$ cat src/rtl/clock_step_controller_if.sv
// Host-side run-control bundle for clock_step_controller: request pulses in,
// clock-enable, run state, step-done pulse and cycle counter out.
interface clock_step_controller_if #(
  parameter int DIV_WIDTH  = 8,
  parameter int STEP_WIDTH = 16,
  parameter int CNT_WIDTH  = 32
);
  logic                  run_req;
  logic                  halt_req;
  logic                  step_req;
  logic [STEP_WIDTH-1:0] step_count;
  logic [DIV_WIDTH-1:0]  div_ratio;
  logic                  bp_hit;
  logic                  cpu_ce;
  logic [1:0]            state;
  logic                  done;
  logic [CNT_WIDTH-1:0]  cycle_count;

  modport master (
    output run_req, halt_req, step_req, step_count, div_ratio, bp_hit,
    input  cpu_ce, state, done, cycle_count
  );

  modport slave (
    input  run_req, halt_req, step_req, step_count, div_ratio, bp_hit,
    output cpu_ce, state, done, cycle_count
  );
endinterface

$ cat src/rtl/clock_step_controller.sv
// Run-control sequencer: divides CLK into a one-cycle cpu_ce pulse and sequences
// halted / free-run / N-step / breakpoint-stop modes from host request pulses.
module clock_step_controller #(
  parameter int DIV_WIDTH  = 8,
  parameter int STEP_WIDTH = 16,
  parameter int CNT_WIDTH  = 32
) (
  input  logic                    CLK,
  input  logic                    RST,
  clock_step_controller_if.slave  bus
);

  typedef enum logic [1:0] {
    ST_HALTED = 2'b00,
    ST_RUN    = 2'b01,
    ST_STEP   = 2'b10,
    ST_BREAK  = 2'b11
  } state_e;

  state_e                state_q, state_d;
  logic [DIV_WIDTH-1:0]  div_cnt_q, div_cnt_d;
  logic [DIV_WIDTH-1:0]  div_lat_q, div_lat_d;
  logic [STEP_WIDTH-1:0] remaining_q, remaining_d;
  logic [CNT_WIDTH-1:0]  cycle_count_q, cycle_count_d;
  logic                  done_q, done_d;
  logic                  cpu_ce;

  // Decoded purely from registers so the core never sees a combinational input path.
  assign cpu_ce = ((state_q == ST_RUN) || (state_q == ST_STEP)) && (div_cnt_q == div_lat_q);

  always_comb begin
    state_d       = state_q;
    div_lat_d     = div_lat_q;
    remaining_d   = remaining_q;
    done_d        = 1'b0;
    cycle_count_d = cycle_count_q + CNT_WIDTH'(cpu_ce);
    div_cnt_d     = cpu_ce ? '0 : div_cnt_q + DIV_WIDTH'(1);

    case (state_q)
      ST_HALTED, ST_BREAK: begin
        div_cnt_d = '0;
        if (bus.halt_req) begin
          state_d = ST_HALTED;
        end else if (bus.step_req) begin
          state_d     = ST_STEP;
          div_lat_d   = bus.div_ratio;
          remaining_d = (bus.step_count == '0) ? STEP_WIDTH'(1) : bus.step_count;
        end else if (bus.run_req) begin
          state_d   = ST_RUN;
          div_lat_d = bus.div_ratio;
        end
      end

      ST_RUN: begin
        if (bus.halt_req) begin
          state_d   = ST_HALTED;
          div_cnt_d = '0;
        end else if (bus.bp_hit && cpu_ce) begin
          state_d   = ST_BREAK;
          div_cnt_d = '0;
        end
      end

      ST_STEP: begin
        if (cpu_ce) begin
          remaining_d = remaining_q - STEP_WIDTH'(1);
        end
        // Halt and breakpoint both pre-empt a normal completion, so no done for them.
        if (bus.halt_req) begin
          state_d   = ST_HALTED;
          div_cnt_d = '0;
        end else if (bus.bp_hit && cpu_ce) begin
          state_d   = ST_BREAK;
          div_cnt_d = '0;
        end else if (cpu_ce && (remaining_q == STEP_WIDTH'(1))) begin
          state_d   = ST_HALTED;
          div_cnt_d = '0;
          done_d    = 1'b1;
        end
      end

      default: begin
        state_d   = ST_HALTED;
        div_cnt_d = '0;
      end
    endcase
  end

  always_ff @(posedge CLK) begin
    if (RST) begin
      state_q       <= ST_HALTED;
      div_cnt_q     <= '0;
      div_lat_q     <= '0;
      remaining_q   <= '0;
      cycle_count_q <= '0;
      done_q        <= 1'b0;
    end else begin
      state_q       <= state_d;
      div_cnt_q     <= div_cnt_d;
      div_lat_q     <= div_lat_d;
      remaining_q   <= remaining_d;
      cycle_count_q <= cycle_count_d;
      done_q        <= done_d;
    end
  end

  assign bus.cpu_ce      = cpu_ce;
  assign bus.state       = state_q;
  assign bus.done        = done_q;
  assign bus.cycle_count = cycle_count_q;

endmodule

$ cat src/flat_wrapper.sv
// flat-port wrapper written by rule: the top's interface ports become plain ports
module clock_step_controller_flat 
#(
  parameter int DIV_WIDTH  = 8,
  parameter int STEP_WIDTH = 16,
  parameter int CNT_WIDTH  = 32
)
  (CLK, RST, bus_run_req, bus_halt_req, bus_step_req, bus_step_count, bus_div_ratio, bus_bp_hit, bus_cpu_ce, bus_state, bus_done, bus_cycle_count);
  clock_step_controller_if #(.DIV_WIDTH(DIV_WIDTH), .STEP_WIDTH(STEP_WIDTH), .CNT_WIDTH(CNT_WIDTH)) bus_i ();
  input  logic CLK;
  input  logic RST;
  input wire logic [$bits(bus_i.run_req)-1:0] bus_run_req;
  input wire logic [$bits(bus_i.halt_req)-1:0] bus_halt_req;
  input wire logic [$bits(bus_i.step_req)-1:0] bus_step_req;
  input wire logic [$bits(bus_i.step_count)-1:0] bus_step_count;
  input wire logic [$bits(bus_i.div_ratio)-1:0] bus_div_ratio;
  input wire logic [$bits(bus_i.bp_hit)-1:0] bus_bp_hit;
  output wire logic [$bits(bus_i.cpu_ce)-1:0] bus_cpu_ce;
  output wire logic [$bits(bus_i.state)-1:0] bus_state;
  output wire logic [$bits(bus_i.done)-1:0] bus_done;
  output wire logic [$bits(bus_i.cycle_count)-1:0] bus_cycle_count;
  assign bus_i.run_req = bus_run_req;
  assign bus_i.halt_req = bus_halt_req;
  assign bus_i.step_req = bus_step_req;
  assign bus_i.step_count = bus_step_count;
  assign bus_i.div_ratio = bus_div_ratio;
  assign bus_i.bp_hit = bus_bp_hit;
  assign bus_cpu_ce = bus_i.cpu_ce;
  assign bus_state = bus_i.state;
  assign bus_done = bus_i.done;
  assign bus_cycle_count = bus_i.cycle_count;
  clock_step_controller #(.DIV_WIDTH(DIV_WIDTH), .STEP_WIDTH(STEP_WIDTH), .CNT_WIDTH(CNT_WIDTH)) u_core (.CLK(CLK), .RST(RST), .bus(bus_i));
endmodule
$ cat config.mk
export PLATFORM = sky130hd
export DESIGN_NAME = clock_step_controller_flat
export DESIGN_NICKNAME = d
export VERILOG_FILES = /design/src/rtl/clock_step_controller_if.sv /design/src/rtl/clock_step_controller.sv /design/src/flat_wrapper.sv
export SDC_FILE = /design/constraint.sdc
export NUM_CORES = 1
export LEC_CHECK = 0
export ABC_AREA = 1
export ABC_CLOCK_PERIOD_IN_PS = 3250
export BUFFER_PORTS_ARGS = -buffer_cell sky130_fd_sc_hd__buf_2
export CORE_MARGIN = 2
export CORE_UTILIZATION = 56
export CTS_CLUSTER_DIAMETER = 80
export DETAILED_ROUTE_END_ITERATION = 8
export GPL_ROUTABILITY_DRIVEN = 1
export PLACE_DENSITY = 0.8
export SLEW_MARGIN = 20
export SYNTH_ARGS = -nofsm -noshare
export SYNTH_HDL_FRONTEND = slang
export SYNTH_SLANG_ARGS = --single-unit
$ cat constraint.sdc
create_clock -name CLK -period 3.25 [get_ports CLK]
set_clock_uncertainty 0.15 [all_clocks]
set_input_delay 0.975 -clock CLK [delete_from_list [all_inputs] [get_ports CLK]]
set_output_delay 0.975 -clock CLK [all_outputs]
set_load 0.03 [all_outputs]
-- Word level (Yosys, flattened, before mapping)
Index checks and enable logic that the tools add are counted.
- register bits after elaboration: 67
- bits of input ports: 30
- output and inout port bits: 36
- word-level logic and storage cells: 59
- add/sub/neg operators: 3
- eq/ne operators: 11
- multiplexer cells: 24
- bitwise gates (word level): 2
- reduce and logical (&&, ||, !) cells: 13
- operators with widths (kind ; count):
    $mux W16 ; 4
    $mux W8 ; 8
    $add A32 B1 Y32 ; 1
    $pmux W16 S2 ; 1
    $pmux W8 S3 ; 1
    $eq A16 B1 Y1 const B ; 1
    $logic_not A16 Y1 ; 1
    $mux W2 ; 8
    $sub A16 B1 Y16 const B ; 1
    $add A8 B1 Y8 const B ; 1
    $eq A8 B8 Y1 ; 1
    $ne A4 B4 Y1 const B ; 2
    $pmux W2 S3 ; 1
    $reduce_and A3 Y1 ; 2
    $eq A2 B2 Y1 const B ; 2
    $ne A2 B2 Y1 const B ; 2
    $reduce_and A4 Y1 ; 1
    $reduce_bool A2 Y1 ; 2
    $reduce_or A4 Y1 ; 1
    $logic_and A1 B1 Y1 ; 3
    $ne A3 B3 Y1 const B ; 1
    $eq A2 B1 Y1 const B ; 1
    $logic_not A2 Y1 ; 1
    $ne A2 B1 Y1 const B ; 1
    other kinds (4) ; 5

-- Longest topological paths before layout
Gate-level depths: netlist of the first run.
- depth in word-level cells: 8
- depth in mapped cells: 20
- gate-level depth less buffers: 20

-- Worst setup path before layout of the first run
OpenSTA, ideal clock, no wires.
- path kind: reg2reg
- start: register u_core.state_q[0], in the netlist u_core.bus.state[0]
- end: register u_core.cycle_count_q[30], in the netlist u_core.bus.cycle_count[30]
- data arrival time: 2825 ps
- data required time: 2985 ps
- slack: 161 ps
- cell stages (with the launch flop): 20
- path buffers: 0
- period minus slack after synthesis: 3089 ps
- path through: dfxtp_1 -> inv_1 -> ha_1 -> a21oi_1 -> nand3_1 -> nor2_2 -> nand2_2 -> inv_2 -> ha_1 -> ha_1 -> nand2_1 -> inv_1 -> nand3_2 -> nor2_2 -> nand2_2 -> nor2_4 -> nand2_2 -> nor2_2 -> a21oi_1 -> o21a_1
- word-level cells in the longest chain between the ends: 4
- elaborated cells on any way between the ends: 5
- those cells by class: add/sub: 1; eq/ne: 2; reduce/logical: 2
- ends and longest elaborated chain (item ; RTL line ; RTL):
    from (decl) ; clock_step_controller.sv:20 ; state_e state_q, state_d;
    from (signal assigned) ; clock_step_controller.sv:98 ; state_q <= state_d;
    $eq A2 B1 Y1 or $eq A2 B2 Y1 (tied branches) ; clock_step_controller.sv:29 ; assign cpu_ce = ((state_q == ST_RUN) || (state_q == ST_STEP)) && (div_cnt_q == div_lat_q);
    $logic_or A1 B1 Y1 (*) ; clock_step_controller.sv:29 ;
    $logic_and A1 B1 Y1 (*) ; clock_step_controller.sv:29 ;
    net bus_cpu_ce ; flat_wrapper.sv:18 ; output wire logic [$bits(bus_i.cpu_ce)-1:0] bus_cpu_ce;
    $add A32 B1 Y32 (*) ; clock_step_controller.sv:36 ; cycle_count_d = cycle_count_q + CNT_WIDTH'(cpu_ce);
    to (signal assigned) ; clock_step_controller.sv:102 ; cycle_count_q <= cycle_count_d;
    to (decl) ; clock_step_controller.sv:24 ; logic [CNT_WIDTH-1:0] cycle_count_q, cycle_count_d;
The timed path passes the listed nets; every way through them passes the cells marked *.
A chain may end at the register's enable or synchronous reset.

-- Worst setup path after layout of the first run
- start: register u_core.state_q[0], in the netlist u_core.bus.state[0]
- end: output bus_cpu_ce
- word-level cells in the longest chain between the ends: 3
- elaborated cells on any way between the ends: 4
- those cells by class: eq/ne: 2; reduce/logical: 2
- ends and longest elaborated chain (item ; RTL line):
    $eq A2 B1 Y1 or $eq A2 B2 Y1 (tied branches) ; clock_step_controller.sv:29
    $logic_or A1 B1 Y1 (*) ; clock_step_controller.sv:29
    $logic_and A1 B1 Y1 (*) ; clock_step_controller.sv:29
    to (decl) ; flat_wrapper.sv:18
Mark *: on every way between the ends. The rest lies on a longest branch, timed or not.

==> results.sh, run 1 <==
export IMPL_dieArea_sq_um=7330
export IMPL_clkTransAtPathRegs_ps=70
export IMPL_clockRootBuffer="clkbuf_8"
export IMPL_final_cells=705
export IMPL_tritoncts="built"
export IMPL_yosysTopAreaCell="dfxtp_1"
export IMPL_critPathSlowestCell="dfxtp_1"
export IMPL_hold_violations=0
export IMPL_synth_seq_cells=67
export IMPL_powerDensity_nw_per_um2=497
export IMPL_cp_num_buf_inv=3
export IMPL_synth_nets=592
export IMPL_via_per_inst=5.22
export IMPL_setup_viol=0
export IMPL_globalRouteTotalUtil=0.255
export IMPL_num_rows=29
export IMPL_required_ps=2120
export IMPL_synthCells=555
export IMPL_antenna_found_initial=0
export IMPL_drv_slew=0
export IMPL_cts_max_path_buffers=2
export IMPL_synth_warnings=0
export IMPL_final_cell_mix="105 x nand2_1, 85 x nor2_1, 68 x inv_1, 67 x dfxtp_1, 65 x buf_2"
export IMPL_peakVddDrop_mv=0.401
export IMPL_die_w_um=85.6
export IMPL_cp_max_fo=4
export IMPL_outcome="finished clean"
export IMPL_cts_buffers=9
export IMPL_cap_violations=0
export IMPL_cp_top_family="buffers and inverters"
export IMPL_yosysUniqueCellTypes=34
export IMPL_arrival_ps=1890
export IMPL_start_util=0.584
export IMPL_grt_pass1_wl_mm=15.2
export IMPL_hpwl_mm=6.52
export IMPL_clk_latency_ps=340
export IMPL_yosysSeqAreaShare=0.359
export IMPL_portBuffers=65
export IMPL_end_kind="primary output"
export IMPL_hold_path_class="reg -> reg"
export IMPL_grt_pass1_vias=3499
export IMPL_path_cells="inv_1, ha_1, a21oi_1, nand3_1, nor2_2, nand2_2, inv_2, buf_2"
export IMPL_io_pins=66
export IMPL_wl_per_cell_um=12.4
export IMPL_syn_area_sq_um=3730
export IMPL_synth_top_cells_by_area="dfxtp_1 36%, nand2_1 11%, nor2_1 8.5%, inv_1 6.8%, a21oi_1 5.4%"
export IMPL_ant_nets=0
export IMPL_syn_area_per_cell_sq_um=6.72
export IMPL_maxSlewHeadroom=0.675
export IMPL_power_mw=2.15
export IMPL_overflow=0
export IMPL_max_stage_delay_ps=360
export IMPL_drive_gt1_frac=0.196
export IMPL_period_needed_ps=3020
export IMPL_routed_wl_mm=8.75
export IMPL_critPathKind="reg -> out"
export IMPL_place_inst=688
export IMPL_grt_max_degree=30
export IMPL_drc=0
export IMPL_final_nets=660
export IMPL_diodes=0
export IMPL_cts_htree_levels=3
export IMPL_first_iter_violations=208
export IMPL_vias=3677
export IMPL_coreArea_sq_um=6390
export IMPL_die_h_um=85.6
export IMPL_tightest_slew_ps=488
export IMPL_finalWeightedCongestion=0.899
export IMPL_syn_to_final_growth_pct=16.1
export IMPL_fin_crit_sh=0.928
export IMPL_first_pass_iters=5
export IMPL_power_leakage_nw=1.91
export IMPL_yosysTopAreaCellShare=0.359
export IMPL_mostFrequentLayoutCell="nand2_1"
export IMPL_start_kind="flop"
export IMPL_cts_sinks=67
export IMPL_max_clock_freq_mhz=332
export IMPL_ctsHoldBuffers=0
-- sequential cells by signal, summed over array words and instances (netlist names) --
name and cells:
u_core.bus.cycle_count 32, u_core.bus.done 1, u_core.bus.state 2, u_core.div_cnt_q 8, u_core.div_lat_q 8, u_core.remaining_q 16
-- logic make-up (layout without fill, tap and decap cells) --
logic type / Yosys count / count (layout) / share of synthesized area
XOR/XNOR: 21 / 21 / 0.0493
AND/OR/NAND/NOR: 286 / 286 / 0.355
AO/OA/AOI/OAI: 86 / 86 / 0.119
flip-flops: 67 / 67 / 0.359
buffers and inverters: 88 / 161 / 0.0945
adder cells (fa/ha/maj): 7 / 7 / 0.0235
-- layer usage --
metal | track usage | vias up | wire [um]
li1 | - | 1920 | -
met1 | 0.316 | 1635 | 4000
met2 | 0.438 | 113 | 4100
met3 | 0.0722 | 9 | 590
met4 | 0.0649 | 0 | 63
met5 | 0 | - | 0
-- Yosys cell counts (all sizes together) --
cell type and count:
o21ai 41, nand3b 2, inv 75, a21oi 40, a31oi 1, a311oi 1, nor2 97, dfxtp 67
nand3 24, nor3 17, o21a 2, nor4 7, a21boi 1, clkbuf 8, nor3b 3, xnor2 5
buf 5, xor2 16, or2 5, and2 2, nand2 115, nand4 14, ha 7
-- path summary, 6_finish.rpt --
path                                     from                                     to  slack (ps)  cells past startpoint
max reg2reg  u_core.bus.state[0]$_SDFFE_PP0P_  u_core.bus.cycle_count[30]$_SDFF_PP0_         260                     19
max          u_core.bus.state[0]$_SDFFE_PP0P_                             bus_cpu_ce         230                      8
min reg2reg  u_core.div_lat_q[7]$_SDFFE_PP0P_       u_core.div_lat_q[7]$_SDFFE_PP0P_         320                      2
min          u_core.div_lat_q[7]$_SDFFE_PP0P_       u_core.div_lat_q[7]$_SDFFE_PP0P_         320                      2
-- final cells by class --
type / count / area, sq um
Clock inverter: 5 / 60.1
Sequential cell: 67 / 1340
Timing Repair Buffer: 70 / 363
Multi-Input combinational cell: 400 / 2040
Fill cell: 559 / 2050
Clock buffer: 11 / 151
Tap cell: 77 / 96.3
Inverter: 75 / 282
-- through the flow --
step | setup WS, ps | hold slack (ps) | area (sq um) | TNS, ps | utilization
global route | -7.03 | 336 | 4330 | -7.03 | 0.678
detailed placement | 241 | 307 | 4110 | 0 | 0.644
finish | 234 | 322 | 4330 | 0 | 0.678
CTS | 196 | 320 | 4320 | 0 | 0.677
global placement | 386 | 306 | 4110 | 0 | 0.644
floorplan | 161 | 286 | 3730 | 0 | -
-- worst register-to-register path, delay by kind of cell (launching register included) --
kind	cells	cell delay, ps
buffers and inverters	3	290
DFF	1	360
adders and majority gates	3	690
AOI/OAI and AO/OA	3	320
and+or+nand+nor	10	1090
-- timing repair --
| item | in CTS | in global routing |
|---|---|---|
| endpoints found under the setup margin | 0 | 2 |
| setup buffers | 0 | 1 |
| resized for setup | 0 | 0 |
-- power breakdown --
part | internal [mW] | total (mW) | switching [mW]
clock | 0.399 | 0.714 | 0.316
combinational | 0.184 | 0.523 | 0.339
sequential | 0.870 | 0.916 | 0.0458
total | 1.45 | 2.15 | 0.701
Power figures use the tool's default switching activity.
==> run 2, diff against run 1 <==
Settings changed: ABC_CLOCK_PERIOD_IN_PS 3250 to unset, BUFFER_PORTS_ARGS -buffer_cell sky130_fd_sc_hd__buf_2 to -buffer_cell sky130_fd_sc_hd__buf_4.
==> run 2 against run 1 <==
Against the previous run: combinational power rose by 2%; via count down 0.90%; power up 0.19%; cell count down 0.28%; first-iteration DRC count rose by 2.9%; critical path type is now reg -> reg; critical endpoint is now u_core.bus.cycle_count[26]$_SDFF_PP0_; highest routed layer unchanged.
==> results.sh, run 2 (synthesis gave the netlist of run 1 again) <==
export IMPL_drive_gt1_frac=0.192
export IMPL_final_cell_mix="105 x nand2_1, 85 x nor2_1, 68 x inv_1, 68 x buf_4, 67 x dfxtp_1"
export IMPL_grt_max_degree=31
export IMPL_maxSlewHeadroom=0.665
export IMPL_powerDensity_nw_per_um2=483
export IMPL_cts_htree_levels=3
export IMPL_max_clock_freq_mhz=339
export IMPL_m1WireLength_mm=4.12
export IMPL_ant_nets=0
export IMPL_wl_met2_mm=4.13
export IMPL_fill_cells=507
export IMPL_drv_slew=0
export IMPL_tightest_slew_ps=502
export IMPL_overflow=0
export IMPL_routed_wl_mm=8.88
export IMPL_largest_reg_flops=32
export IMPL_first_iter_violations=214
export IMPL_cp_max_fo=5
export IMPL_coreArea_sq_um=6390
export IMPL_hold_path_class="reg -> reg"
export IMPL_io_pins=66
export IMPL_dieArea_sq_um=7330
export IMPL_cts_max_path_buffers=2
export IMPL_diodes=0
export IMPL_arrival_ps=3010
export IMPL_required_ps=3310
export IMPL_antenna_found_initial=0
export IMPL_start_util=0.584
export IMPL_final_cells=703
export IMPL_grt_pass1_vias=3472
export IMPL_period_needed_ps=2950
export IMPL_first_pass_iters=6
export IMPL_place_inst=687
export IMPL_start_kind="flop"
export IMPL_wl_met3_um=542
export IMPL_wl_per_cell_um=12.6
export IMPL_clkTransAtPathRegs_ps=70
export IMPL_die_w_um=85.6
export IMPL_cts_sinks=67
export IMPL_die_h_um=85.6
export IMPL_drc=0
export IMPL_outcome="finished clean"
export IMPL_fin_crit_sh=0.908
export IMPL_final_nets=658
export IMPL_vias=3644
export IMPL_hpwl_mm=6.58
export IMPL_grt_pass1_wl_mm=15.3
export IMPL_tritoncts="built"
export IMPL_clockRootBuffer="clkbuf_8"
export IMPL_worst_hold_slack_ps=324
export IMPL_num_rows=29
export IMPL_cts_buffers=9
export IMPL_mostFrequentLayoutCell="nand2_1"
export IMPL_clk_latency_ps=340
export IMPL_syn_to_final_growth_pct=19.8
export IMPL_cap_violations=0
export IMPL_power_leakage_nw=1.91
export IMPL_end_kind="flop"
export IMPL_peakVddDrop_mv=0.484
export IMPL_finalWeightedCongestion=0.928
export IMPL_hold_violations=0
export IMPL_grt_setup_unrepaired="false"
export IMPL_finalSetupTns_ps=0
export IMPL_globalRouteTotalUtil=0.255
export IMPL_topRoutingLayerUsed="met4"
export IMPL_via_per_inst=5.18
export IMPL_critPathKind="reg -> reg"
export IMPL_setup_viol=0
export IMPL_power_mw=2.16
export IMPL_portBuffers=65
-- run 2: cell count changes in the layout (fill, tap and decap cells not counted), sizes merged --
| cell | before | now |
|---|---|---|
| inv | 76 | 75 |
| clkinvlp | 1 | 2 |
| buf | 70 | 68 |
-- run 2: power breakdown --
group	internal [mW]	switching, mW	total, mW
Combinational	0.195	0.339	0.533
Clock	0.378	0.330	0.709
Sequential	0.870	0.0457	0.916
-- run 2: per-layer routing --
| metal | track usage | up-vias |
|---|---|---|
| met5 | 0 | - |
| met1 | 0.331 | 1612 |
| met3 | 0.0645 | 9 |
| met2 | 0.421 | 113 |
| li1 | - | 1910 |
| met4 | 0.0707 | 0 |
-- run 2: timing repair --
item / in CTS / in global routing
setup endpoints to repair: 0 / 1
resized for setup: 0 / 0
buffers inserted: 0 / 0
hold buffers: 0 / 0
-- run 2: worst paths after layout --
kind	start	endpoint	slack (ps)	cells past startpoint
hold reg to reg	u_core.div_lat_q[7]$_SDFFE_PP0P_	u_core.div_lat_q[7]$_SDFFE_PP0P_	320	2
setup reg to reg	u_core.bus.state[0]$_SDFFE_PP0P_	u_core.bus.cycle_count[26]$_SDFF_PP0_	300	18
setup / recovery	u_core.bus.state[0]$_SDFFE_PP0P_	u_core.bus.cycle_count[26]$_SDFF_PP0_	300	18
hold / removal	u_core.div_lat_q[7]$_SDFFE_PP0P_	u_core.div_lat_q[7]$_SDFFE_PP0P_	320	2
-- run 2: final cells by class --
class,count,area (sq um),share of cell area
Tap cell,77,96.3,0.0215
Multi-Input combinational cell,400,2040,0.456
Inverter,75,282,0.0630
Clock buffer,11,141,0.0316
Timing Repair Buffer,68,510,0.114
Sequential cell,67,1340,0.300
Clock inverter,5,62.6,0.0140
-- run 2: per-stage QoR --
step                      instance area [sq um]  setup WS (ps)  utilization
after global placement                     4270            373        0.668
after floorplan                            3730            161            -
after CTS                                  4470            252        0.700
after detailed placement                   4270            276        0.668
final                                      4470            299        0.700
after global routing                       4470           32.0        0.700
-- run 2: worst max-delay path, cell delays in order (launching register included) --
cell	delay (ps)
dfxtp_1	360
inv_1	70
ha_1	330
a21oi_1	120
nand3_1	100
nor2_2	140
nand2_2	90
inv_2	100
ha_1	190
ha_1	170
nand2_1	60
inv_1	110
nand3_2	140
nor2_2	140
nand2_2	90
nor2_4	110
nand2_2	90
nor3_1	190
nor3b_2	70
